$ cat src/rtl/mem_arb_pkg.sv
// Shared types and width constants for the instruction/data memory port arbiter.
package mem_arb_pkg;

    localparam int XLEN  = 32;
    localparam int CNT_W = 4;

    typedef enum logic [1:0] {
        IDLE  = 2'd0,
        ISSUE = 2'd1,
        WAIT  = 2'd2,
        RESP  = 2'd3
    } state_e;

    typedef enum logic {
        OWN_IF = 1'b0,
        OWN_LS = 1'b1
    } owner_e;

endpackage

$ cat src/rtl/mem_port_arbiter.sv
// Single-port memory arbiter between instruction fetch and load/store, one
// transaction outstanding, LS priority with a bounded-streak guard for IF.
module mem_port_arbiter
    import mem_arb_pkg::*;
#(
    parameter int MEM_LAT       = 2,
    parameter int MAX_LS_STREAK = 4
) (
    input  logic            clk,
    input  logic            reset,
    input  logic            if_req,
    input  logic [XLEN-1:0] if_addr,
    input  logic            if_flush,
    output logic            if_gnt,
    output logic            if_rvalid,
    output logic [XLEN-1:0] if_rdata,
    input  logic            ls_req,
    input  logic            ls_we,
    input  logic [XLEN-1:0] ls_addr,
    input  logic [XLEN-1:0] ls_wdata,
    output logic            ls_gnt,
    output logic            ls_rvalid,
    output logic [XLEN-1:0] ls_rdata,
    output logic            mem_en,
    output logic            mem_we,
    output logic [XLEN-1:0] mem_addr,
    output logic [XLEN-1:0] mem_wdata,
    input  logic [XLEN-1:0] mem_rdata
);

    localparam logic [CNT_W-1:0] LAT_INIT   = CNT_W'(MEM_LAT);
    localparam logic [CNT_W-1:0] STREAK_MAX = CNT_W'(MAX_LS_STREAK);
    localparam logic [CNT_W-1:0] CNT_ONE    = CNT_W'(1);

    state_e           state_q;
    state_e           state_d;
    owner_e           owner_q;
    logic             we_q;
    logic             kill_q;
    logic [XLEN-1:0]  addr_q;
    logic [XLEN-1:0]  wdata_q;
    logic [XLEN-1:0]  if_rdata_q;
    logic [XLEN-1:0]  ls_rdata_q;
    logic [CNT_W-1:0] lat_cnt_q;
    logic [CNT_W-1:0] streak_q;

    logic any_req;
    logic ls_win;
    logic flush_hit;

    // LS wins unless IF has already waited through a full streak of LS grants.
    assign any_req   = if_req | ls_req;
    assign ls_win    = ls_req & ~(if_req & (streak_q == STREAK_MAX));
    assign flush_hit = if_flush & (owner_q == OWN_IF);

    assign mem_addr  = addr_q;
    assign mem_wdata = wdata_q;
    assign if_rdata  = if_rdata_q;
    assign ls_rdata  = ls_rdata_q;

    always_ff @(posedge clk or posedge reset) begin
        if (reset) begin
            state_q <= IDLE;
        end else begin
            state_q <= state_d;
        end
    end

    always_comb begin
        state_d   = state_q;
        if_gnt    = 1'b0;
        ls_gnt    = 1'b0;
        if_rvalid = 1'b0;
        ls_rvalid = 1'b0;
        mem_en    = 1'b0;
        mem_we    = 1'b0;
        case (state_q)
            IDLE: begin
                if (any_req) begin
                    state_d = ISSUE;
                end
            end
            ISSUE: begin
                mem_en  = 1'b1;
                mem_we  = (owner_q == OWN_LS) & we_q;
                if_gnt  = (owner_q == OWN_IF);
                ls_gnt  = (owner_q == OWN_LS);
                state_d = WAIT;
            end
            WAIT: begin
                if (lat_cnt_q == CNT_ONE) begin
                    state_d = RESP;
                end
            end
            RESP: begin
                // A flush arriving in the response cycle itself must still kill it.
                if_rvalid = (owner_q == OWN_IF) & ~kill_q & ~if_flush;
                ls_rvalid = (owner_q == OWN_LS);
                state_d   = IDLE;
            end
            default: begin
                state_d = IDLE;
            end
        endcase
    end

    always_ff @(posedge clk or posedge reset) begin
        if (reset) begin
            owner_q    <= OWN_IF;
            we_q       <= 1'b0;
            kill_q     <= 1'b0;
            addr_q     <= '0;
            wdata_q    <= '0;
            if_rdata_q <= '0;
            ls_rdata_q <= '0;
            lat_cnt_q  <= '0;
            streak_q   <= '0;
        end else begin
            case (state_q)
                IDLE: begin
                    kill_q <= 1'b0;
                    if (any_req) begin
                        owner_q <= ls_win ? OWN_LS : OWN_IF;
                        addr_q  <= ls_win ? ls_addr : if_addr;
                        we_q    <= ls_win & ls_we;
                        wdata_q <= ls_win ? ls_wdata : '0;
                        if (ls_win && if_req) begin
                            streak_q <= (streak_q == STREAK_MAX) ? streak_q : streak_q + 1'b1;
                        end else begin
                            streak_q <= '0;
                        end
                    end
                end
                ISSUE: begin
                    lat_cnt_q <= LAT_INIT;
                    if (flush_hit) begin
                        kill_q <= 1'b1;
                    end
                end
                WAIT: begin
                    lat_cnt_q <= lat_cnt_q - 1'b1;
                    if (flush_hit) begin
                        kill_q <= 1'b1;
                    end
                    // Last wait cycle: memory data is valid now, capture for the owner.
                    if (lat_cnt_q == CNT_ONE) begin
                        if (owner_q == OWN_IF) begin
                            if_rdata_q <= mem_rdata;
                        end else begin
                            ls_rdata_q <= we_q ? '0 : mem_rdata;
                        end
                    end
                end
                RESP: begin
                    kill_q <= 1'b0;
                end
                default: begin
                    kill_q <= 1'b0;
                end
            endcase
        end
    end

endmodule

$ cat config.mk
export PLATFORM = sky130hd
export DESIGN_NAME = mem_port_arbiter
export DESIGN_NICKNAME = d
export VERILOG_FILES = /design/src/rtl/mem_arb_pkg.sv /design/src/rtl/mem_port_arbiter.sv
export SDC_FILE = /design/constraint.sdc
export NUM_CORES = 1
export LEC_CHECK = 0
export CAP_MARGIN = 25
export CORE_ASPECT_RATIO = 0.6
export CORE_MARGIN = 4
export CORE_UTILIZATION = 30
export DETAILED_ROUTE_END_ITERATION = 10
export PLACE_DENSITY = 0.68
export SLEW_MARGIN = 20
export SYNTH_ARGS = -nofsm -noshare
export SYNTH_HDL_FRONTEND = slang
export SYNTH_SLANG_ARGS = --single-unit
$ cat constraint.sdc
create_clock -name clk -period 6.5 [get_ports clk]
set_input_delay 0.65 -clock clk [delete_from_list [all_inputs] [get_ports clk]]
set_output_delay 0.65 -clock clk [all_outputs]
set_load 0.005 [all_outputs]
### Yosys cells after proc, flatten, opt, wreduce, memory -nomap -nowiden

Index checks and enable logic that the tools add are counted.

| word-level totals | value |
|---|---|
| bits in latches | 0 |
| memories kept | 0 |
| flip-flop bits (word level) | 141 |
| memory bits (writable) | 0 |
| output and inout bits | 134 |
| ROM bits | 0 |

| cells by class | value |
|---|---|
| equal/unequal tests | 9 |
| bitwise logic cells | 12 |
| muxes and demuxes | 18 |
| add/sub/neg operators | 2 |
| divide/modulo/power cells | 0 |
| multipliers | 0 |
| reductions and logical operators | 10 |
| order comparisons | 0 |
| shifts and indexed selects | 0 |

Operator list:

| cell | count |
|---|---|
| 32-bit two-way mux | 3 |
| 3-bit AND reduction | 3 |
| 1-bit two-way mux | 8 |
| 4-bit two-way mux | 2 |
| 2-bit one-hot mux with 4 select lines | 1 |
| 4-bit one-hot mux with 2 select lines | 1 |
| 1-bit AND | 7 |
| 2-bit inequality test, second input constant | 3 |
| 4-bit by 1-bit adder with 4-bit output, second input constant | 1 |
| 2-bit == test, second input constant | 2 |
| 4-bit by 1-bit == test with 1-bit output, second input constant | 1 |
| 4-bit by 3-bit == test with 1-bit output, second input constant | 1 |
| 2-bit two-way mux | 2 |
| 1-bit inverter | 4 |
| 2-bit AND reduction | 2 |
| 2-bit OR reduction | 2 |
| 4-bit by 1-bit subtractor with 4-bit output, second input constant | 1 |
| 2-bit by 1-bit == test with 1-bit output, second input constant | 1 |
| 2-bit zero test | 1 |
| 2-bit by 1-bit inequality test with 1-bit output, second input constant | 1 |
| 1-bit one-hot mux with 2 select lines | 1 |
| 2-bit nonzero test | 1 |
| 1-bit logical AND | 1 |
| 1-bit bitwise OR | 1 |

### Logic depth before layout (Yosys ltp)

| depth | value |
|---|---|
| depth after elaboration | 7 |
| mapped depth | 7 |
| depth with buffers taken out | 5 |

### Worst setup path after synthesis

Ideal clock, no wire load.

| timing | value |
|---|---|
| kind | flip-flop to flip-flop |
| from | register state_q[0] |
| to | register if_rdata_q[0], in the netlist if_rdata[0] |
| required time | 6375 ps |
| clock period less this slack | 1736 ps |
| path slack | 4764 ps |
| path buffers | 2 |
| cell stages (with the launch flop) | 8 |
| arrival time | 1611 ps |
| cells stage by stage | dfrtp_1 -> inv_1 -> ha_1 -> and4bb_1 -> nor2b_4 -> buf_6 -> buf_6 -> mux2_4 |

| on the way | value |
|---|---|
| cells in the longest elaborated chain, start to end | 2 |

RTL lines:

| element | line | source |
|---|---|---|
| from (decl) | mem_port_arbiter.sv:35 | `state_e state_q;` |
| from (signal assigned) | mem_port_arbiter.sv:65 | `state_q <= state_d;` |
| 2-bit == test | mem_port_arbiter.sv:119 | `case (state_q)` |
| 3-bit AND reduction (no source line) | n/a |  |
| to (signal assigned) | mem_port_arbiter.sv:148 | `if_rdata_q <= mem_rdata;` |
| to (decl) | mem_port_arbiter.sv:42 | `logic [XLEN-1:0] if_rdata_q;` |

Every way passes these cells.
A chain may end at the register's enable or synchronous reset.

### Final worst setup path

| timing | value |
|---|---|
| from | input port if_req |
| to | register addr_q[30], in the netlist mem_addr[30] |

| on the way | value |
|---|---|
| cells in the longest elaborated chain, start to end | 4 |

RTL lines:

| element | line | source |
|---|---|---|
| from (decl) | mem_port_arbiter.sv:11 | `input logic if_req,` |
| 1-bit AND | mem_port_arbiter.sv:53 | `assign ls_win = ls_req & ~(if_req & (streak_q == STREAK_MAX));` |
| 1-bit inverter | mem_port_arbiter.sv:53 |  |
| 1-bit AND | mem_port_arbiter.sv:53 |  |
| 32-bit two-way mux | mem_port_arbiter.sv:124 | `addr_q <= ls_win ? ls_addr : if_addr;` |
| to (signal assigned) | mem_port_arbiter.sv:124 |  |
| to (decl) | mem_port_arbiter.sv:40 | `logic [XLEN-1:0] addr_q;` |

Parallel ways exist; a longest one is shown, timed or not.

==> flow_metrics.env <==
export IMPL_outcome="finished clean"
export IMPL_layout_commonest_cell="clkdlybuf4s50_1"
export IMPL_overflow=0
export IMPL_worst_pin_slew_ns=0.929
export IMPL_period_share_pct=47.0
export IMPL_post_cts_buffers=0
export IMPL_crit_type="in2reg"
export IMPL_synth_adder_area_share_pct=1.61
export IMPL_coreArea_sq_um=20200
export IMPL_ys_types=38
export IMPL_relSlewSlack_pct=37.9
export IMPL_post_place_ws_ns=3.02
export IMPL_place_hpwl_um=13200
export IMPL_finalWorstSetupSlack_ns=3.45
export IMPL_diodes=0
export IMPL_finalWirelength_um=18600
export IMPL_htreeDepth=4
export IMPL_nFillCells=1828
export IMPL_arrival_ns=3.38
export IMPL_yosys_area_share_simple_pct=13.3
export IMPL_vdd_drop_max_uv=187
export IMPL_drv_slew=0
export IMPL_grt_pass1_vias=5112
export IMPL_hold_violations=0
export IMPL_hold_slack_ns=0.494
export IMPL_io_buffer_count=267
export IMPL_root_buffer="clkbuf_16"
export IMPL_netlist_instances=503
export IMPL_place_congestion=0.784
export IMPL_clock_skew_ns=0.00824
export IMPL_cts_tree="yes"
export IMPL_use_met1_pct=21.9
export IMPL_wl_per_cell_um=17.9
export IMPL_die_w_um=194
export IMPL_min_from="mem_addr[21]"
export IMPL_synth_area_leaders="dfrtp_1, mux2_4, mux2_2"
export IMPL_yosysSeqAreaShare_pct=56.8
export IMPL_via_per_inst=4.75
export IMPL_vias=4958
export IMPL_leakage_nw=4.05
export IMPL_drt_initial_drc_count=190
export IMPL_reg2reg_from="streak_q[0]"
export IMPL_ys_ff_latch=141
export IMPL_ys_flop_type="dfrtp_1"
export IMPL_synth_compound_area_share_pct=10.5
export IMPL_synth_fp_nets=645
export IMPL_grt_max_degree=79
export IMPL_rsz0062_at_grt="no"
export IMPL_die_h_um=119
export IMPL_yosysWarnings=0
export IMPL_antenna_left=0
export IMPL_layout_common_cells="clkdlybuf4s50_1, dfrtp_1, nand2_1"
export IMPL_clock_sinks=141
export IMPL_dr_pass1_iters=4
export IMPL_cts_buffers=17
export IMPL_grt_use_total_pct=16.2
export IMPL_final_setup_tns_ns=0
export IMPL_use_met3_pct=7.04
export IMPL_nets=899
export IMPL_final_layout_size_suffix_gt1_share_pct=14.3
export IMPL_antenna_found_initial=0
export IMPL_cts_resized=0
export IMPL_startpoint_type="input pin"
export IMPL_drc_errors=0
export IMPL_grt_pass1_wl_um=29700
export IMPL_min_path_type="reg2reg"
export IMPL_cts_hold_buf=0
export IMPL_yosys_area_top_type_share_pct=56.8
export IMPL_busiest_layer="met2"
export IMPL_path_clk_slew_ns=0.06
export IMPL_power_density_nw_per_um2=424
export IMPL_clock_latency_ns=0.42
export IMPL_cap_violations=0
export IMPL_yosys_area_top_type="dfrtp_1"
export IMPL_synth_edf_count=0
export IMPL_muxShareOfSynthArea_pct=13.8
export IMPL_final_setup_viol_count=0
export IMPL_start_util_pct=30.8
export IMPL_syn_area_sq_um=6210
export IMPL_grt_util_met2_pct=23.6
export IMPL_synth_top_family_by_area="multiplexers"
export IMPL_fmax_ghz=0.327
export IMPL_syn_to_final_growth_pct=55.6
export IMPL_p_total_mw=4.10
export IMPL_syn_mean_instance_area_sq_um=12.3
export IMPL_period_minus_slack_ns=3.05
export IMPL_path_max_fanout=34
export IMPL_synth_xor_area_share_pct=0
export IMPL_startpoint="if_req"
export IMPL_end_kind="register"
export IMPL_clock_path_buffers=2
export IMPL_ioPinCount=268
export IMPL_core_rowCount=40
export IMPL_dieArea_sq_um=23100
export IMPL_synthArstFlopShare_pct=100
export IMPL_crit_required_ns=6.82
[worst paths after layout]
kind | to | slack, ns | depth (start not counted)
setup / recovery | mem_addr[30] | 3.45 | 5
hold / removal | mem_addr[21] | 0.49 | 2
setup reg to reg | mem_addr[30] | 3.76 | 6
hold reg to reg | mem_addr[21] | 0.49 | 2
max in group asynchronous | mem_wdata[24] | 4.65 | 3
min in group asynchronous | if_rdata[30] | 0.68 | 2
[registers in the layout (all words and copies together), names as in the netlist]
| name | cells |
|---|---|
| we_q | 1 |
| state_q | 2 |
| if_rdata | 32 |
| owner_q | 1 |
| kill_q | 1 |
| ls_rdata | 32 |
| mem_addr | 32 |
| lat_cnt_q | 4 |
| streak_q | 4 |
| mem_wdata | 32 |
[kinds of logic (layout without fill, tap and decap cells)]
kind of cell	Yosys count	in the layout
mux	66	66
buf+inv	51	318
simple gates	156	156
fa+ha+maj	8	8
compound gates	81	81
flops	141	141
[layer usage]
metal | share of wire (%) | vias to the layer above | wire [um]
met5 | 0 | - | 0
met4 | 1.3 | 0 | 236
met3 | 9.9 | 19 | 1840
met2 | 44 | 222 | 8150
met1 | 45 | 2404 | 8410
li1 | - | 2313 | -
[metrics by stage]
stage / area [sq um] / util, % / std cells
6_report: 9660 / 47.9 / 1043
5_1_grt: 9660 / 47.9 / 1043
4_1_cts: 9660 / 47.9 / 1043
3_5_place_dp: 9090 / 45.1 / 1011
3_3_place_gp: 9090 / 45.1 / 1011
2_1_floorplan: 6210 / - / 503
[critical path, stage by stage]
cell and delay, ns:
clkdlybuf4s50_1 0.70, nand4b_2 0.80, and2_1 0.67, buf_4 0.30, o211ai_1 0.23
[layout make-up]
type                       count  area (sq um)  area share (%)
sequential                   141          3530            36.5
multi-input combinational    311          2440            25.2
clock buffer                  20           447            4.62
tap                          273           342            3.53
timing repair buffer         276          2740            28.4
inverter                      10          42.5           0.440
clock inverter                12           121            1.26
[where the power goes]
part | leakage [nW] | switching (mW) | internal (mW)
Combinational | 2.01 | 0.662 | 1.03
Sequential | 1.77 | 0.219 | 1.24
Clock | 0.275 | 0.375 | 0.571
Total | 4.05 | 1.26 | 2.84
[Yosys cell counts, drive strengths merged, types with 2 or more instances]
cell / n
nor2: 3
a22o: 33
inv: 10
o21a: 2
a21o: 2
nand3: 2
clkbuf: 21
buf: 20
a32o: 2
nor2b: 36
and3: 2
dfrtp: 141
nand2: 68
ha: 8
o211ai: 33
and2: 3
nand4: 34
o21ai: 4
mux2: 65
No activity file was read; power rests on OpenSTA's default activity.
==> variant 1 (same settings) <==
`CNT_W`: 4 -> 6.
--- a/src/rtl/mem_arb_pkg.sv
+++ b/src/rtl/mem_arb_pkg.sv
@@ -2,7 +2,7 @@
 package mem_arb_pkg;
 
     localparam int XLEN  = 32;
-    localparam int CNT_W = 4;
+    localparam int CNT_W = 6;
 
     typedef enum logic [1:0] {
         IDLE  = 2'd0,
Formal check against the unedited RTL: same outputs for any inputs over 10 cycles, from zero or initial values and one cycle with reset high; that may be too few to reach the edited logic, so the function may still have changed.
==> variant 1 against the original RTL <==
- power grew 4.7%
- synthesized area shrank 0.77%
- routed wire length shrank 3.0%
- final area shrank 0.31%
- critical endpoint is now if_rvalid
- maximum frequency grew 19%
- critical path depth shrank 2
- largest power group unchanged
- setup slack gained 0.49 ns
- synthesized cell count grew 9.5%
- sequential cell count grew 4
- clock skew shrank 0.0024 ns
==> variant 1: results (changes against the original RTL) <==
| Metric | Value |
|---|---|
| Max Fanout on Critical Path | 2 (-94%) |
| Antenna violations before repair | 1 (+1) |
| Register area share after synthesis | 58.9% (+2.1 points) |
| Delay-heaviest family, CP | buffers and inverters |
| Post-synthesis compound-gate area fraction | 14.9% (+4.5 points) |
| Min Tclk post-route | 2.57 ns (-0.485 ns) |
| Met3 wire length | 1.47 mm (-20%) |
| Synth Net Count | 693 (+7.4%) |
| Crit Reg-Reg Endpoint | if_rdata[27] |
| Peak supply drop | 166 uV (-11%) |
| Via count of the first global-routing pass | 5042 (-1.4%) |
| Largest cells by area after synthesis | dfrtp_1 (59%), mux2_4 (7.3%), a21oi_1 (5.4%) |
| Critical R2R Launch | state_q[0] |
| Pin count of the biggest net entering global routing | 86 (+8.9%) |
| Place WS | 3.71 ns (+0.683 ns) |
| Gpl congestion | 0.767 (-2.2%) |
| Worst Hold Slack | 0.480 ns (-0.0137 ns) |
| Worst Setup SP | if_flush |
| DRT iter0 DRCs | 206 (+8.4%) |
| Hold depth | 2 (unchanged) |
| Synth top cells by count | dfrtp_1 (145), nand2_1 (71), a21oi_1 (66) |
| GR Util met3 | 5.57% (-1.5 points) |
| CP arrival | 1.92 ns (-1.46 ns) |
| Vias per std cell | 4.60 (-3.3%) |
| Xor/xnor share of the synthesized area | 0.568% (+0.57 points) |
| Count of input and output buffers | 267 (unchanged) |
| Layout cell share with drive strength beyond 1 | 9.51% (-4.8 points) |
| Register Area | 3630 um^2 (+2.8%) |
| Adder and majority gate portion of the synthesized area | 1.62% (+0.012 points) |
| Status | completed |
| Hold endpoint | ls_rdata[11] |
| Final #Nets | 950 (+5.7%) |
| Post-Syn Area per Cell | 11.2 um^2 (-9.4%) |
| Post-cts sizing count | 0 (unchanged) |
| DP Cell Count | 1062 (+5.0%) |
| Fill count | 1872 (+2.4%) |
| Overall Global Routing Usage | 15.7% (-0.52 points) |
| Mux contribution to synthesized area | 8.02% (-5.7 points) |
| Met1 Use GR | 22.2% (+0.23 points) |
| Grt met2 use | 22.5% (-1.1 points) |
| CP endpoint | if_rvalid |
| Worst path slowest cell | clkdlybuf4s50_1 |
| Leakage | 0.00427 uW (+5.4%) |
| Rel. slew slack | 47.8% (+9.9 points) |
| Wire per inst | 16.5 um (-7.5%) |
| Max incr delay on CP | 0.55 ns (-0.25 ns) |
| Hold Startpoint | ls_rdata[11] |
| Dpl hpwl | 13.0 mm (-1.2%) |
| Met2 wire length | 7.70 mm (-5.5%) |
| First-pass GRT wire length | 28.2 mm (-4.9%) |
| Worst Clk Skew | 0.00588 ns (-0.00235 ns) |
| Metal-1 WL | 8.62 mm (+2.6%) |
| Placed instance area | 9060 um^2 (-0.34%) |
variant 1: cell types whose count changed after synthesis, moves of 3 or more:
cell / change
a21oi_1: +66
nor2_1: +37
o211ai_1: -33
o21ai_0: +33
mux2_2: -32
nand2b_1: +32
nand4_1: -31
nor2b_1: -31
buf_2: -4
dfrtp_1: +4
xor2_1: +4
buf_4: -3
nand2_1: +3
variant 1: final cells by class:
class / count / share of cell area [%]
Tap cell: 273 / 3.55
Antenna cell: 1 / 0.0260
Inverter: 9 / 0.403
Clock buffer: 20 / 4.74
Timing Repair Buffer: 276 / 28.4
Multi-Input combinational cell: 359 / 24.0
Clock inverter: 11 / 1.18
Sequential cell: 145 / 37.7
variant 1: power breakdown:
part | internal [uW] | switching (uW)
sequential | 1300 | 245
combinational | 1110 | 680
clock | 579 | 372
variant 1: tightest hold or removal path: stages, from the launching register on:
cell and delay [ns]:
dfrtp_1 0.34, nand2_1 0.04, o21ai_0 0.06
==> variant 2 (same flow settings) <==
Without the edit above. Re-encode `state_e` (4 states) as one-hot, 4 bits wide.
--- a/src/rtl/mem_arb_pkg.sv
+++ b/src/rtl/mem_arb_pkg.sv
@@ -4,11 +4,11 @@
     localparam int XLEN  = 32;
     localparam int CNT_W = 4;
 
-    typedef enum logic [1:0] {
-        IDLE  = 2'd0,
-        ISSUE = 2'd1,
-        WAIT  = 2'd2,
-        RESP  = 2'd3
+    typedef enum logic [3:0] {
+        IDLE  = 4'b0001,
+        ISSUE = 4'b0010,
+        WAIT  = 4'b0100,
+        RESP  = 4'b1000
     } state_e;
 
     typedef enum logic {
Behaviour: same outputs for any inputs over 10 cycles, from zero or initial values and one cycle with reset high; not proved beyond that.
==> variant 2 against the original RTL <==
- routed wire length hardly changed
- die area about the same
- synthesized area is essentially flat
- setup slack got worse by 0.064 ns
- non-clock buffer count is 2 higher
- combinational power fell by 14%
- final area increased by 0.96%
- sequential cell count rose by 2
- synthesized cell count up 0.99%
- hold slack got worse by 0.010 ns
- clock skew is essentially flat
- maximum frequency decreased by 2.0%
- first-iteration DRC count is 36% higher
- power fell by 7.2%
- critical path type is now register to primary output
- largest cell class unchanged
- largest power group unchanged
==> variant 2: results (changes against the original RTL) <==
| Metric | Value |
|---|---|
| Status | completed |
| Vias per std cell | 4.81 (+1.3%) |
| Final #Nets | 898 (-0.11%) |
| Layout Cells excl Fill | 1044 (+0.096%) |
| Pin count of the biggest net entering global routing | 101 (+28%) |
| Max Fanout on Critical Path | 8 (-76%) |
| Async SR Flop Fraction | 100% (unchanged) |
| First-pass DRT Iterations | 5 (+1) |
| Hold depth | 1 (-1) |
| DRT iter0 DRCs | 259 (+36%) |
| Cells after synthesis | 508 (+0.99%) |
| Count of input and output buffers | 267 (unchanged) |
| Place WS | 2.75 ns (-0.269 ns) |
| CP arrival | 2.47 ns (-0.91 ns) |
| Worst Clk Skew | 0.00873 ns (+0.000491 ns) |
| Worst path slowest cell | or4b_2 |
| Antenna violations before repair | 1 (+1) |
| CTS clk-pin slew, worst paths | 0.06 ns (about the same) |
| Delay-heaviest family, CP | simple AND/OR/NAND/NOR gates |
| Root Buffer | clkbuf_16 |
| Inserted Clock Buffers | 17 (unchanged) |
| Layout cell share with drive strength beyond 1 | 14.5% (+0.24 points) |
| Clock latency on the worst-skew pair | 0.42 ns (about the same) |
| Worst reg2reg path depth | 4 (-2) |
| Register area share after synthesis | 57.6% (+0.80 points) |
| Leakage | 0.00424 uW (+4.7%) |
| Worst slew pin tran | 0.917 ns (-0.0117 ns) |
| Peak supply drop | 203 uV (+8.4%) |
| Ant diodes | 0 (unchanged) |
| Hold Path Class | register to register |
| Post-DRT Antenna Nets | 0 (unchanged) |
| Dpl hpwl | 13.0 mm (-1.0%) |
| Largest cells by area after synthesis | dfrtp_1 (57%), mux2_4 (7.2%), mux2_2 (5.8%) |
| Gpl congestion | 0.752 (-4.1%) |
| CTS Buffer Depth | 2 (unchanged) |
| Synth top cells by count | dfrtp_1 (142), o21ai_0 (37), a21oi_1 (35), nand3_1 (35), nor2b_1 (34) |
| Overall Global Routing Usage | 16.1% (-0.13 points) |
| Post-cts sizing count | 0 (unchanged) |
| Synth Net Count | 646 (+0.16%) |
| Main synth FF type | dfrtp_1 |
| Synth warn | 0 (unchanged) |
| Post-CTS Setup Repair Bufs | 0 (unchanged) |
| Wire per inst | 17.8 um (-0.14%) |
| CTS H-Tree Depth | 4 (unchanged) |
| First-pass GRT wire length | 29.5 mm (-0.51%) |
| Post-synthesis cell type count | 42 (+11%) |
| Via count of the first global-routing pass | 5196 (+1.6%) |
| Max incr delay on CP | 0.78 ns (-0.02 ns) |
==> variant 2: final timing paths <==
path                                 endpoint  slack [ns]          from
worst max-delay path                   mem_we        3.38    state_q[2]
worst min register to register   if_rdata[25]        0.48  if_rdata[25]
worst min-delay path             if_rdata[25]        0.48  if_rdata[25]
worst max register to register   ls_rdata[14]        3.74    state_q[1]
min in group asynchronous       mem_wdata[21]        0.56         reset
max in group asynchronous        ls_rdata[15]        5.12         reset
==> variant 2: where the power goes <==
group	switching, uW	total (uW)	internal (uW)	leakage, uW
registers	193	1390	1200	0.00178
logic	582	1460	877	0.00219
clock network	370	949	580	0.000274
total	1140	3800	2660	0.00424
==> variant 2: per-stage QoR <==
step / power (uW) / instance area (um^2)
finish: 3800 / 9760
detailed placement: 2850 / 9130
floorplan: 2010 / 6210
global route: 4050 / 9760
global placement: 2830 / 9110
CTS: 3830 / 9700
==> variant 2: cell families (layout without fill, tap and decap cells) <==
group	count (synthesis)	in the layout	synth area share (%)
buffers and inverters	54	317	3.77
and+or+nand+nor	96	96	9.36
muxes	65	65	13.6
DFF	143	143	57.6
adders and majority gates	4	4	0.806
AOI/OAI and AO/OA	145	145	14.7
xor gates and xnor gates	1	1	0.141
==> variant 2: layout make-up <==
type | count | area (um^2)
clock buffer | 20 | 457
clock inverter | 10 | 115
tap | 273 | 342
sequential | 143 | 3580
fill | 1828 | 10400
inverter | 9 | 38.8
multi-input combinational | 311 | 2420
timing repair buffer | 278 | 2810
==> variant 2: per-layer routing <==
layer / GRT usage [%] / wire (um) / vias up
li1: - / - / 2355
met1: 22.3 / 8770 / 2470
met2: 22.5 / 7930 / 183
met3: 7.29 / 1700 / 15
met4: 4.55 / 225 / 2
met5: 0 / 7 / -
